==> config.mk <==
export PLATFORM = sky130hd
export DESIGN_NAME = boot_loader
export DESIGN_NICKNAME = d
export VERILOG_FILES = /design/src/rtl/boot_loader.sv
export SDC_FILE = /design/constraint.sdc
export NUM_CORES = 1
export LEC_CHECK = 0
export ABC_AREA = 1
export BUFFER_PORTS_ARGS = -buffer_cell sky130_fd_sc_hd__buf_2
export CORE_MARGIN = 8
export CORE_UTILIZATION = 32
export CTS_BUF_LIST = sky130_fd_sc_hd__clkbuf_8
export CTS_CLUSTER_SIZE = 40
export DETAILED_ROUTE_END_ITERATION = 7
export PLACE_DENSITY_LB_ADDON = 0.15
export SETUP_SLACK_MARGIN = 0.2
export SYNTH_ARGS = -nofsm -noshare
export SYNTH_HDL_FRONTEND = slang
export SYNTH_SLANG_ARGS = --single-unit
export TNS_END_PERCENT = 1
==> constraint.sdc <==
create_clock -name clk_in -period 3.6 [get_ports clk_in]
set_clock_uncertainty 0.1 [all_clocks]
set_input_delay 0.36 -clock clk_in [delete_from_list [all_inputs] [get_ports clk_in]]
set_output_delay 0.36 -clock clk_in [all_outputs]
set_load 0.05 [all_outputs]
==> src/rtl/boot_loader.sv <==
// Byte-serial program loader: receives a framed image (LE word count, MSB-first
// payload words, XOR checksum byte), writes each word to memory at consecutive
// word addresses from BASE_ADDR, then releases the CPU on a good checksum.
// Ports:
//   clk_in     - clock, rising edge
//   pc_reset   - asynchronous active-low reset
//   rx_data    - stream byte
//   rx_valid   - rx_data valid
//   rx_ready   - loader accepts a byte (transfer on rx_valid & rx_ready)
//   mem_addr   - memory write address
//   mem_wdata  - memory write data
//   mem_wr     - one-cycle memory write strobe
//   cpu_hold   - 1 holds the CPU in reset
//   done       - sticky, image loaded and checksum matched
//   error      - sticky, frame rejected
module boot_loader #(
    parameter logic [31:0] BASE_ADDR = 32'h0000_0000,
    parameter int unsigned MAX_WORDS = 256
) (
    input  logic        clk_in,
    input  logic        pc_reset,
    input  logic [7:0]  rx_data,
    input  logic        rx_valid,
    output logic        rx_ready,
    output logic [31:0] mem_addr,
    output logic [31:0] mem_wdata,
    output logic        mem_wr,
    output logic        cpu_hold,
    output logic        done,
    output logic        error
);

    localparam int unsigned AW = 32;
    localparam int unsigned IW = 16;

    typedef enum logic [2:0] {
        ST_HDR   = 3'd0,
        ST_DATA  = 3'd1,
        ST_WRITE = 3'd2,
        ST_CSUM  = 3'd3,
        ST_DONE  = 3'd4,
        ST_ERR   = 3'd5
    } state_e;

    state_e        state_q, state_d;
    logic [1:0]    byte_cnt_q, byte_cnt_d;
    logic [IW-1:0] idx_q, idx_d;
    logic [AW-1:0] nwords_q, nwords_d;
    logic [31:0]   wdata_q, wdata_d;
    logic [7:0]    csum_q, csum_d;
    logic          rx_ready_q, rx_ready_d;
    logic          mem_wr_q, mem_wr_d;
    logic [AW-1:0] mem_addr_q, mem_addr_d;
    logic [31:0]   mem_wdata_q, mem_wdata_d;
    logic          cpu_hold_q, cpu_hold_d;
    logic          done_q, done_d;
    logic          error_q, error_d;

    logic          xfer;
    logic [AW-1:0] hdr_n;
    logic [AW-1:0] idx_next_ext;

    assign xfer         = rx_valid & rx_ready_q;
    // Little-endian header: each new byte enters at the top and shifts down.
    assign hdr_n        = {rx_data, nwords_q[31:8]};
    assign idx_next_ext = AW'(idx_q) + 32'd1;

    // Next-state and registered-output computation
    always_comb begin
        state_d     = state_q;
        byte_cnt_d  = byte_cnt_q;
        idx_d       = idx_q;
        nwords_d    = nwords_q;
        wdata_d     = wdata_q;
        csum_d      = csum_q;
        mem_addr_d  = mem_addr_q;
        mem_wdata_d = mem_wdata_q;

        case (state_q)
            ST_HDR: begin
                if (xfer) begin
                    nwords_d   = hdr_n;
                    byte_cnt_d = byte_cnt_q + 2'd1;
                    if (byte_cnt_q == 2'd3) begin
                        if ((hdr_n != 32'd0) && (hdr_n <= 32'(MAX_WORDS))) begin
                            state_d = ST_DATA;
                        end else begin
                            state_d = ST_ERR;
                        end
                    end
                end
            end
            ST_DATA: begin
                if (xfer) begin
                    wdata_d    = {wdata_q[23:0], rx_data};
                    csum_d     = csum_q ^ rx_data;
                    byte_cnt_d = byte_cnt_q + 2'd1;
                    if (byte_cnt_q == 2'd3) begin
                        state_d     = ST_WRITE;
                        mem_addr_d  = BASE_ADDR + {14'd0, idx_q, 2'b00};
                        mem_wdata_d = {wdata_q[23:0], rx_data};
                    end
                end
            end
            ST_WRITE: begin
                idx_d = idx_q + 16'd1;
                if (idx_next_ext < nwords_q) begin
                    state_d = ST_DATA;
                end else begin
                    state_d = ST_CSUM;
                end
            end
            ST_CSUM: begin
                if (xfer) begin
                    state_d = (rx_data == csum_q) ? ST_DONE : ST_ERR;
                end
            end
            ST_DONE: state_d = ST_DONE;
            ST_ERR:  state_d = ST_ERR;
            default: state_d = ST_HDR;
        endcase

        // Outputs are registered from the upcoming state so they align with it.
        rx_ready_d = (state_d == ST_HDR) || (state_d == ST_DATA) || (state_d == ST_CSUM);
        mem_wr_d   = (state_d == ST_WRITE);
        cpu_hold_d = (state_d != ST_DONE);
        done_d     = (state_d == ST_DONE);
        error_d    = (state_d == ST_ERR);
    end

    // State and output registers
    always_ff @(posedge clk_in or negedge pc_reset) begin
        if (!pc_reset) begin
            state_q     <= ST_HDR;
            byte_cnt_q  <= 2'd0;
            idx_q       <= 16'd0;
            nwords_q    <= 32'd0;
            wdata_q     <= 32'd0;
            csum_q      <= 8'd0;
            rx_ready_q  <= 1'b0;
            mem_wr_q    <= 1'b0;
            mem_addr_q  <= BASE_ADDR;
            mem_wdata_q <= 32'd0;
            cpu_hold_q  <= 1'b1;
            done_q      <= 1'b0;
            error_q     <= 1'b0;
        end else begin
            state_q     <= state_d;
            byte_cnt_q  <= byte_cnt_d;
            idx_q       <= idx_d;
            nwords_q    <= nwords_d;
            wdata_q     <= wdata_d;
            csum_q      <= csum_d;
            rx_ready_q  <= rx_ready_d;
            mem_wr_q    <= mem_wr_d;
            mem_addr_q  <= mem_addr_d;
            mem_wdata_q <= mem_wdata_d;
            cpu_hold_q  <= cpu_hold_d;
            done_q      <= done_d;
            error_q     <= error_d;
        end
    end

    assign rx_ready  = rx_ready_q;
    assign mem_wr    = mem_wr_q;
    assign mem_addr  = mem_addr_q;
    assign mem_wdata = mem_wdata_q;
    assign cpu_hold  = cpu_hold_q;
    assign done      = done_q;
    assign error     = error_q;

endmodule

==> key figures, run 1 <==
Floorplan
  – Die H: 156 µm
  – Die X-Extent: 156 µm
  – Die Footprint: 24400 µm²
  – Starting Density: 32.4%
  – IO Count: 80
  – Core Area: 19400 µm²
  – Cell row count: 51

Logic synthesis
  – Cell Area, Synth: 6290 µm²
  – Post-synthesis sequential area ratio: 54.9%
  – Yosys Warn Count: 0
  – Post-synth EDFFs: 0
  – Synth top area cells: dfrtp_1 (54%), nand2_1 (12%), o21ai_0 (6.1%), inv_1 (5.4%), ha_1 (3.6%)
  – Share of the synthesized area in the top cell type: 54.5%
  – Synthesis-stage register bit count: 138
  – Leading register cell type out of synthesis: dfrtp_1
  – Gate count after technology mapping: 709
  – Synth unique cells: 30
  – Synth async-reset ratio: 100%
  – Syn Area/Cell: 8.88 µm²
  – Synth top cells by count: nand2_1 (196), dfrtp_1 (137), inv_1 (91)
  – Largest area contributor in the netlist: dfrtp_1
  – Most frequent cell after synthesis: nand2_1

Pwr
  – Peak supply drop: 0.427 mV
  – Post-layout power: 5950 µW
  – Net switching share of the total power: 42.9%
  – Switching power: 2550 µW
  – Clk pwr share: 21.8%
  – LEAKAGE: 0.00371 µW
  – Power Density: 824 nW/µm²
  – Register share of total power: 40.6%
  – Internal power: 3400 µW
  – Comb pwr share: 37.6%

Placed design
  – I/O Buffers: 63
  – HPWL after detailed placement: 10200 µm
  – GPL Wtd Cong: 0.778

Global routing
  – Gr usage total: 12.3%
  – Initial antenna violation count: 0
  – Vias in the first global route: 4620
  – Largest net degree at the start of global routing: 92
  – Gr ovfl total: 0
  – First-pass GRT wire length: 23700 µm

STA
  – Maximum clock frequency: 369 MHz
  – Final setup viols: 0
  – Worst slew margin: 38.6%
  – Worst Tran Pin Value: 0.919 ns
  – Period utilization: 75.2%
  – TNS Setup: 0 ns
  – RSZ-0062 raised after global routing: false
  – Minimum clock period: 2.71 ns
  – Fin. Hold Viols: 0
  – Slew Viols, Final: 0

Worst setup path
  – CP cell instances: ha_1, nand3_1, nor2_1, nand2_1, nor2_1, nand2_1, nor2_1, nand3_1, nand2_1, inv_1, ha_1, nand4_1, nor3_1, nand2_1, nand2_1, nand2_1, nand2_1, nand2_1, nand2_1
  – Most frequent CP cell: nand2_1
  – Max incr delay on CP: 0.45 ns
  – Delay-heaviest family, CP: simple AND/OR/NAND/NOR gates
  – Crit Path Class: reg2reg
  – Crit path arrival time: 2.99 ns
  – CP endpoint kind: flip-flop
  – Worst Path Max Fanout: 5
  – WP buf/inv: 1
  – Startpoint Class: flip-flop
  – Slowest CP cell: dfrtp_1
  – Worst endpoint required time: 3.88 ns

Clocking
  – Clock root buffer: clkbuf_8
  – Clock sinks: 138
  – Post-CTS setup buffer count: 0
  – Longest Clk Path Bufs: 2
  – Post-CTS Resized: 0
  – Clock latency at the later pin of the worst-skew pair: 0.45 ns
  – CTS tree: done
  – Clock transition at the registers of the reported paths: 0.08 ns
  – Total CTS buffers: 17
  – CTS HTree Levels: 4

Final layout
  – Area added between synthesis and finish: 14.7%
  – Share of cells above drive strength 1: 15.7%
  – Number of fill cells: 2072
  – N_diodes: 0
  – Layout net count: 801

Routing
  – DRT iter0 DRCs: 239
  – Final wirelength: 14300 µm
  – Vias: 4631
  – DRT antenna net count: 0
  – Initial DRT Pass Iterations: 4
  – Drt via density: 4.41
  – Drt drc: 0
  – WL per Instance: 13.6 µm

Hold path
  – Hold Path Class: in2reg

Run status
  – Status: complete, no violations

Job
  – Maxcap violations: 0
## routing by layer
metal	routed length (µm)	track usage [%]	up-vias	part of all wire [%]
li1	-	-	2354	-
met1	7170	16.5	2161	50
met2	6290	18.5	99	44
met3	677	3.53	17	4.7
met4	191	4.39	0	1.3
met5	0	0	-	0
## metrics by stage
| step | setup WS [ns] | std cells | hold WS (ns) | area [µm²] | util [%] |
|---|---|---|---|---|---|
| final | 0.893 | 1050 | 0.0748 | 7220 | 37.2 |
| after global routing | 0.529 | 1050 | 0.0443 | 7220 | 37.2 |
| after CTS | 0.894 | 1050 | 0.0395 | 7220 | 37.2 |
| after detailed placement | 0.925 | 1017 | 0.357 | 6810 | 35.1 |
| after global placement | 1.04 | 1017 | 0.353 | 6810 | 35.1 |
| after floorplan | 1.26 | 724 | -0.0356 | 6350 | - |
## cells in the final DEF, fill, tap and decap left out, types with 3 or more instances in the layout
cell | netlist | layout
clkinv_4 | 0 | 3
nor2_1 | 26 | 26
buf_4 | 19 | 6
clkbuf_8 | 0 | 18
bufinv_16 | 0 | 3
o21ai_2 | 17 | 17
buf_2 | 2 | 62
conb_1 | 1 | 16
inv_1 | 91 | 94
nand4_1 | 11 | 11
dfrtp_1 | 137 | 137
nor3_1 | 10 | 10
a21oi_1 | 18 | 18
ha_1 | 18 | 18
o21ai_0 | 77 | 77
o21ai_1 | 23 | 23
nand3_1 | 11 | 11
nor4_1 | 3 | 3
clkinv_2 | 0 | 3
inv_2 | 3 | 3
nand2_1 | 196 | 196
xor2_1 | 14 | 14
## worst register-to-register path: stages, from the launching register on
cell,delay [ns]
dfrtp_1,0.45
ha_1,0.23
nand3_1,0.12
nor2_1,0.22
nand2_1,0.10
nor2_1,0.13
nand2_1,0.09
nor2_1,0.10
nand3_1,0.09
nand2_1,0.09
inv_1,0.06
ha_1,0.27
nand4_1,0.12
nor3_1,0.15
nand2_1,0.08
nand2_1,0.06
nand2_1,0.05
nand2_1,0.06
nand2_1,0.04
nand2_1,0.05
## power groups by stage
| stage | clock network, µW | logic [µW] | registers [µW] |
|---|---|---|---|
| 2_1_floorplan | 0 | 1100 | 3040 |
| 3_3_place_gp | 0 | 2230 | 2430 |
| 3_5_place_dp | 0 | 2270 | 2450 |
| 4_1_cts | 1340 | 2280 | 2420 |
| 5_1_grt | 1410 | 2500 | 2490 |
| 6_report | 1300 | 2240 | 2410 |
## logic make-up (layout without fill, tap and decap cells)
group	Yosys count	in the layout	synth area share, %
buffers and inverters	136	197	9.76
other	1	16	0.0596
adders and majority gates	18	18	3.58
and+or+nand+nor	262	262	17.4
DFF	138	138	54.9
AOI/OAI and AO/OA	138	138	12.1
xor gates and xnor gates	16	16	2.23
## flip-flops by register name, summed over array words and instances, names as in the netlist
name        flops
nwords_q       32
state_q         3
cpu_hold        1
csum_q          8
done            1
idx_q          16
mem_addr       16
byte_cnt_q      2
rx_ready        1
mem_wr          1
wdata_q        24
error           1
mem_wdata      32
## layout make-up
type / instances / area, µm² / area share, %
inverter: 94 / 353 / 4.88
clock inverter: 14 / 158 / 2.18
tap: 265 / 332 / 4.59
timing repair buffer: 71 / 397 / 5.49
clock buffer: 18 / 248 / 3.43
sequential: 138 / 3450 / 47.8
multi-input combinational: 450 / 2280 / 31.6
## worst paths after layout
path / slack, ns / endpoint / cells after the start / start
setup / recovery: 0.89 / state_q[1]$_DFF_PN0_ / 19 / idx_q[0]$_DFFE_PN0P_
hold / removal: 0.07 / wdata_q[0]$_DFFE_PN0P_ / 3 / rx_data[0]
setup reg to reg: 0.89 / state_q[1]$_DFF_PN0_ / 19 / idx_q[0]$_DFFE_PN0P_
hold reg to reg: 0.37 / mem_addr[16]$_DFFE_PN0P_ / 2 / mem_addr[16]$_DFFE_PN0P_
max in group asynchronous: 2.15 / nwords_q[21]$_DFFE_PN0P_ / 3 / pc_reset
min in group asynchronous: 0.45 / wdata_q[0]$_DFFE_PN0P_ / 2 / pc_reset
## timing repair
item | CTS | global route
hold buffers | 1 | 0
setup endpoints to repair | 0 | 0
endpoints found under the hold margin | 87 | 0
Power figures use the tool's default switching activity.
==> inputs of run 2 (changes only) <==
--- a/config.mk
+++ b/config.mk
@@ -5,7 +5,7 @@
 export SDC_FILE = /design/constraint.sdc
 export NUM_CORES = 1
 export LEC_CHECK = 0
-export ABC_AREA = 1
+export ABC_AREA = 0
 export BUFFER_PORTS_ARGS = -buffer_cell sky130_fd_sc_hd__buf_2
 export CORE_MARGIN = 8
 export CORE_UTILIZATION = 32
==> constraint.sdc (replaced) <==
create_clock -name clk_in -period 2.55 [get_ports clk_in]
set_clock_uncertainty 0.1 [all_clocks]
set_input_delay 0.255 -clock clk_in [delete_from_list [all_inputs] [get_ports clk_in]]
set_output_delay 0.255 -clock clk_in [all_outputs]
set_load 0.05 [all_outputs]
==> run 2 against run 1 <==
Sequential power increased by 44%. Register-to-register slack got worse by 0.83 ns. Sequential share of layout area is 0.33 points lower. Design area increased by 0.69%. Critical endpoint unchanged.
==> key figures, run 2 <==
Run status
  – Status: complete, no violations

STA
  – Minimum clock period: 2.48 ns
  – Final setup viols: 0
  – Worst setup margin: 0.0683 ns
  – Period utilization: 97.3%
  – RSZ-0062 raised after global routing: true
  – Maximum clock frequency: 403 MHz
  – Fin. Hold Viols: 0
  – Worst slew margin: 66.5%
  – Slew Viols, Final: 0
  – Worst Tran Pin Value: 0.497 ns

Final layout
  – Share of cells above drive strength 1: 31.4%
  – N_diodes: 0
  – Most common cell after layout, fill and taps aside: dfrtp_1
  – Layout net count: 657
  – Area added between synthesis and finish: 18.2%
  – Number of fill cells: 1868
  – Finished Layout Cells: 874
  – Most frequent cells in the layout: dfrtp_1 (137), nand2_1 (107), mux2_2 (62), buf_2 (62), buf_4 (27)

Worst setup path
  – Worst Reg2Reg Path Length in Cells: 10
  – Crit Path Class: reg2reg
  – CP endpoint kind: flip-flop
  – Worst endpoint required time: 2.77 ns
  – Worst Path Max Fanout: 4
  – Startpoint Class: flip-flop
  – Worst r2r dst: state_q[1]$_DFF_PN0_
  – R2r startpoint: idx_q[1]$_DFFE_PN0P_
  – Setup slack, reg-to-reg: 0.07 ns
  – Worst setup path start: idx_q[1]$_DFFE_PN0P_
  – Crit path arrival time: 2.70 ns

Global routing
  – Initial antenna violation count: 0
  – Largest net degree at the start of global routing: 62
  – Vias in the first global route: 4451
  – Gr ovfl total: 0
  – First-pass GRT wire length: 23000 µm
  – Gr usage total: 12.0%

Job
  – Maxcap violations: 0

Routing
  – Drt via density: 4.64
  – DRT iter0 DRCs: 121
  – Vias: 4052
  – Drt drc: 0
  – DRT antenna net count: 0
  – Initial DRT Pass Iterations: 4
  – Final wirelength: 13400 µm
  – WL per Instance: 15.4 µm

Clocking
  – Clock root buffer: clkbuf_8
  – Clock latency at the later pin of the worst-skew pair: 0.44 ns
  – Total CTS buffers: 17
  – Clock sinks: 138
  – CTS tree: done
  – Clock transition at the registers of the reported paths: 0.08 ns
  – Longest Clk Path Bufs: 2
  – CTS HTree Levels: 4

Logic synthesis
  – Post-synthesis sequential area ratio: 56.1%
  – Share of the synthesized area in the top cell type: 55.7%
  – Yosys Warn Count: 0
  – Cell Area, Synth: 6150 µm²
  – Leading register cell type out of synthesis: dfrtp_1
  – Synth unique cells: 42
  – Synthesis-stage register bit count: 138
  – Synth async-reset ratio: 100%
  – Syn Area/Cell: 11.4 µm²
  – Most frequent cell after synthesis: dfrtp_1
  – Synth top area cells: dfrtp_1 (56%), mux2_2 (11%), nand2_1 (6.5%), ha_1 (3.7%), xnor2_1 (3.3%)
  – Synth top cells by count: dfrtp_1 (137), nand2_1 (107), mux2_2 (62)
  – Post-synth EDFFs: 0
  – Gate count after technology mapping: 538
  – Largest area contributor in the netlist: dfrtp_1

Placed design
  – GPL Wtd Cong: 0.738
  – Worst Setup Slack post-DPL: -0.00366 ns
  – Inst Count DP: 837
  – HPWL after detailed placement: 9490 µm
  – I/O Buffers: 63

Floorplan
  – IO Count: 80
  – Die X-Extent: 155 µm
  – Starting Density: 32.8%
  – Cell row count: 50
  – Die H: 155 µm
  – Die Footprint: 23900 µm²
  – Core Area: 18800 µm²

Hold path
  – Hold_sp: rx_data[0]
  – Hold path cells: 3
  – Hold path endpoint: wdata_q[0]$_DFFE_PN0P_
  – Hold Path Class: in2reg

Pwr
  – LEAKAGE: 0.00366 µW
  – Power Density: 1100 nW/µm²
  – Peak supply drop: 0.659 mV
[run 2: cell types whose count changed after synthesis, moves of 10 or more]
| cell | before | now |
|---|---|---|
| nand2_1 | 196 | 107 |
| inv_1 | 91 | 20 |
| mux2_2 | 0 | 62 |
| o21ai_0 | 77 | 17 |
| o21ai_1 | 23 | 0 |
| xnor2_1 | 2 | 23 |
| o21ai_2 | 17 | 0 |
| a21oi_1 | 18 | 7 |
| nor2_1 | 26 | 15 |
| clkbuf_1 | 15 | 5 |
[run 2: worst max path at each step]
stage,endpoint,slack (ns),cells after the start
after floorplan,state_q[1]$_DFF_PN0_,0.21,10
after global placement,state_q[1]$_DFF_PN0_,0.08,10
after detailed placement,state_q[1]$_DFF_PN0_,-0.004,11
after CTS,state_q[1]$_DFF_PN0_,0.08,10
after global routing,state_q[1]$_DFF_PN0_,-0.06,10
final,state_q[1]$_DFF_PN0_,0.07,10
[run 2: stage by stage]
stage	utilization, %	total power (µW)	area, µm²	setup TNS (ns)	hold WS, ns
after floorplan	-	5550	6230	0	-0.141
after global placement	36.3	6250	6820	0	0.116
after detailed placement	36.3	6320	6820	-0.00366	0.124
after CTS	38.7	8150	7270	0	0.00681
after global routing	38.8	8560	7270	-0.0615	0.0134
final	38.8	8020	7270	0	0.0384
[run 2: cell families after synthesis]
logic type / synth area share [%]
buf+inv: 5.12
other cells: 0.0609
xor+xnor: 6.55
fa+ha+maj: 3.66
simple gates: 13.3
mux: 11.9
compound gates: 3.27
flops: 56.1
[run 2: area by class of cell]
class                           count  area (µm²)  area share [%]
Clock buffer                       18         248            3.41
Sequential cell                   138        3450            47.5
Inverter                           20        75.1            1.03
Clock inverter                     13         144            1.98
Tap cell                          234         293            4.03
Multi-Input combinational cell    358        2480            34.2
Timing Repair Buffer               93         574            7.90
[run 2: what timing repair did]
action | CTS | global route
endpoints found under the setup margin | 1 | 1
endpoints found under the hold margin | 44 | 0
resized for setup | 4 | 1
pin swaps | 7 | 1
hold buffers | 1 | 0
buffers inserted | 5 | 0
[run 2: worst max-delay path, cell delays in order (launching register included)]
cell	delay, ns
dfrtp_1	0.41
and3_4	0.23
nand3_4	0.07
or2_4	0.27
nor2_2	0.12
xnor2_1	0.14
ha_1	0.28
a21oi_1	0.16
o21ai_0	0.11
nor4_1	0.33
o221ai_1	0.15
[run 2: power breakdown]
group          switching [µW]  internal [µW]  leakage [µW]
Clock                     886            899      0.000200
Combinational            1830            947       0.00166
Sequential                523           2940       0.00180
[run 2: metal layers]
layer / GRT usage (%) / vias to the layer above / part of all wire, %
li1: - / 1950 / -
met1: 14.9 / 2021 / 47
met2: 19.6 / 71 / 48
met3: 3.87 / 10 / 4.7
met4: 3.78 / 0 / 1.0
met5: 0 / - / 0
==> inputs of run 3 (changes only) <==
--- a/config.mk
+++ b/config.mk
@@ -12,6 +12,7 @@
 export CTS_BUF_LIST = sky130_fd_sc_hd__clkbuf_8
 export CTS_CLUSTER_SIZE = 40
 export DETAILED_ROUTE_END_ITERATION = 7
+export GPL_TIMING_DRIVEN = 0
 export PLACE_DENSITY_LB_ADDON = 0.15
 export SETUP_SLACK_MARGIN = 0.2
 export SYNTH_ARGS = -nofsm -noshare
==> constraint.sdc (replaced) <==
create_clock -name clk_in -period 2.85 [get_ports clk_in]
set_clock_uncertainty 0.1 [all_clocks]
set_input_delay 0.285 -clock clk_in [delete_from_list [all_inputs] [get_ports clk_in]]
set_output_delay 0.285 -clock clk_in [all_outputs]
set_load 0.05 [all_outputs]
==> run 3 against run 2 <==
Register-to-register slack improved by 0.11 ns. Hold slack improved by 0.020 ns. Maximum frequency decreased by 7.2%. Sequential power decreased by 12%. Largest power group unchanged. Worst setup slack improved by 0.11 ns.
==> key figures, run 3 (synthesized netlist as in run 2, its figures left out) <==
Run status
  – Status: complete, no violations

Worst setup path
  – Worst r2r dst: state_q[1]$_DFF_PN0_
  – Worst Path Max Fanout: 4
  – Startpoint Class: flip-flop
  – Crit Path Class: reg2reg
  – Crit path arrival time: 2.86 ns
  – R2r startpoint: idx_q[1]$_DFFE_PN0P_
  – WP buf/inv: 1
  – Worst endpoint required time: 3.04 ns
  – Setup slack, reg-to-reg: 0.18 ns
  – CP cell instances: ha_2, and3_4, nand4_1, nor2_1, xor2_1, ha_1, buf_4, nand2_1, o21ai_0, nor4_2, o221ai_1
  – Delay-heaviest family, CP: simple AND/OR/NAND/NOR gates
  – Max incr delay on CP: 0.39 ns
  – CP endpoint kind: flip-flop
  – Worst Reg2Reg Path Length in Cells: 11
  – Slowest CP cell: dfrtp_1

Pwr
  – Net switching share of the total power: 39.4%
  – Post-layout power: 7230 µW
  – Peak supply drop: 0.624 mV
  – LEAKAGE: 0.00378 µW
  – Switching power: 2850 µW
  – Register share of total power: 42.3%
  – Internal power: 4380 µW
  – Power Density: 979 nW/µm²
  – Comb pwr share: 35.9%
  – Clk pwr share: 21.8%

Hold path
  – Hold Path Class: in2reg
  – Hold path endpoint: wdata_q[3]$_DFFE_PN0P_
  – Hold path cells: 3
  – Hold_sp: rx_data[3]

Clocking
  – CTS HTree Levels: 4
  – Longest Clk Path Bufs: 2
  – Clock sinks: 138
  – Clock transition at the registers of the reported paths: 0.08 ns
  – Clock latency at the later pin of the worst-skew pair: 0.44 ns
  – Total CTS buffers: 17
  – CTS tree: done
  – Clock root buffer: clkbuf_8

Routing
  – Final wirelength: 13400 µm
  – Vias: 4141
  – Drt via density: 4.62
  – Drt drc: 0
  – WL per Instance: 14.9 µm
  – Initial DRT Pass Iterations: 4
  – DRT antenna net count: 0
  – DRT iter0 DRCs: 132

STA
  – RSZ-0062 raised after global routing: true
  – Minimum clock period: 2.67 ns
  – Maximum clock frequency: 374 MHz
  – Slew Viols, Final: 0
  – Period utilization: 93.8%
  – TNS Setup: 0 ns
  – Worst Tran Pin Value: 1.21 ns
  – Fin. Hold Viols: 0
  – Worst slew margin: 18.9%
  – Final setup viols: 0

Placed design
  – Post-DP Area: 6850 µm²
  – I/O Buffers: 63
  – HPWL after detailed placement: 9630 µm
  – GPL Wtd Cong: 0.746
  – Inst Count DP: 851

Floorplan
  – Core Area: 18800 µm²
  – Starting Density: 32.8%
  – Die Footprint: 23900 µm²
  – Die X-Extent: 155 µm
  – IO Count: 80
  – Cell row count: 50
  – Die H: 155 µm

Global routing
  – Gr ovfl total: 0
  – Gr usage total: 11.8%
  – Initial antenna violation count: 0
  – Largest net degree at the start of global routing: 72
  – Vias in the first global route: 4275
  – First-pass GRT wire length: 22400 µm

Final layout
  – Number of fill cells: 1870
  – Most frequent cells in the layout: dfrtp_1 (137), nand2_1 (107), buf_2 (71)
  – Finished Layout Cells: 896
  – Share of cells above drive strength 1: 32.3%
  – Layout net count: 678
  – Area added between synthesis and finish: 20.1%
  – Final instance area: 7390 µm²
  – Most common cell after layout, fill and taps aside: dfrtp_1
  – Final core occ: 39.4%
  – N_diodes: 0

Job
  – Maxcap violations: 0
-- run 3: worst max-delay path by stage --
stage | slack (ns) | cells past startpoint | end | startpoint
final | 0.18 | 11 | state_q[1]$_DFF_PN0_ | idx_q[1]$_DFFE_PN0P_
after global routing | 0.002 | 10 | state_q[1]$_DFF_PN0_ | idx_q[1]$_DFFE_PN0P_
after CTS | 0.16 | 10 | state_q[1]$_DFF_PN0_ | idx_q[1]$_DFFE_PN0P_
after detailed placement | -0.16 | 10 | state_q[1]$_DFF_PN0_ | idx_q[0]$_DFFE_PN0P_
after global placement | -0.61 | 1 | mem_wdata[0]$_DFFE_PN0P_ | pc_reset
after floorplan | 0.41 | 10 | state_q[1]$_DFF_PN0_ | idx_q[2]$_DFFE_PN0P_
-- run 3: through the flow --
stage          hold slack [ns]  worst slack [ns]
4_1_cts                 0.0274             0.157
3_3_place_gp             0.359            -0.607
5_1_grt                 0.0278           0.00225
6_report                0.0581             0.175
3_5_place_dp             0.247            -0.162
2_1_floorplan           -0.111             0.410
-- run 3: area by class of cell --
type / instances / area [µm²] / share of cell area, %
inverter: 20 / 75.1 / 1.02
clock buffer: 21 / 289 / 3.91
tap: 234 / 293 / 3.96
sequential: 138 / 3450 / 46.7
multi-input combinational: 358 / 2480 / 33.6
timing repair buffer: 77 / 449 / 6.08
clock inverter: 11 / 104 / 1.41
buffer: 37 / 241 / 3.27
-- run 3: what timing repair did --
action	in CTS	in global routing
setup buffers	8	4
resized for setup	10	1
endpoints found under the setup margin	1	1
pin swaps	9	6
hold buffers	1	0
endpoints found under the hold margin	66	0
-- run 3: worst reg2reg max path: stages (launching register included) --
cell	delay, ns
dfrtp_1	0.39
ha_2	0.19
and3_4	0.21
nand4_1	0.22
nor2_1	0.19
xor2_1	0.19
ha_1	0.27
buf_4	0.14
nand2_1	0.05
o21ai_0	0.10
nor4_2	0.30
o221ai_1	0.18
-- run 3: power by group through the flow --
stage,Combinational (µW),Sequential [µW],Clock (µW)
after global placement,2520,3090,0
final,2600,3060,1580
after floorplan,1200,3760,0
after CTS,2640,3070,1640
after global routing,2840,3160,1720
after detailed placement,2580,3110,0
-- run 3: metal layers --
layer / share of wire [%] / track usage [%]
met5: 0 / 0
met4: 1.0 / 3.78
met3: 5.2 / 3.87
met2: 49 / 19.3
met1: 45 / 14.4
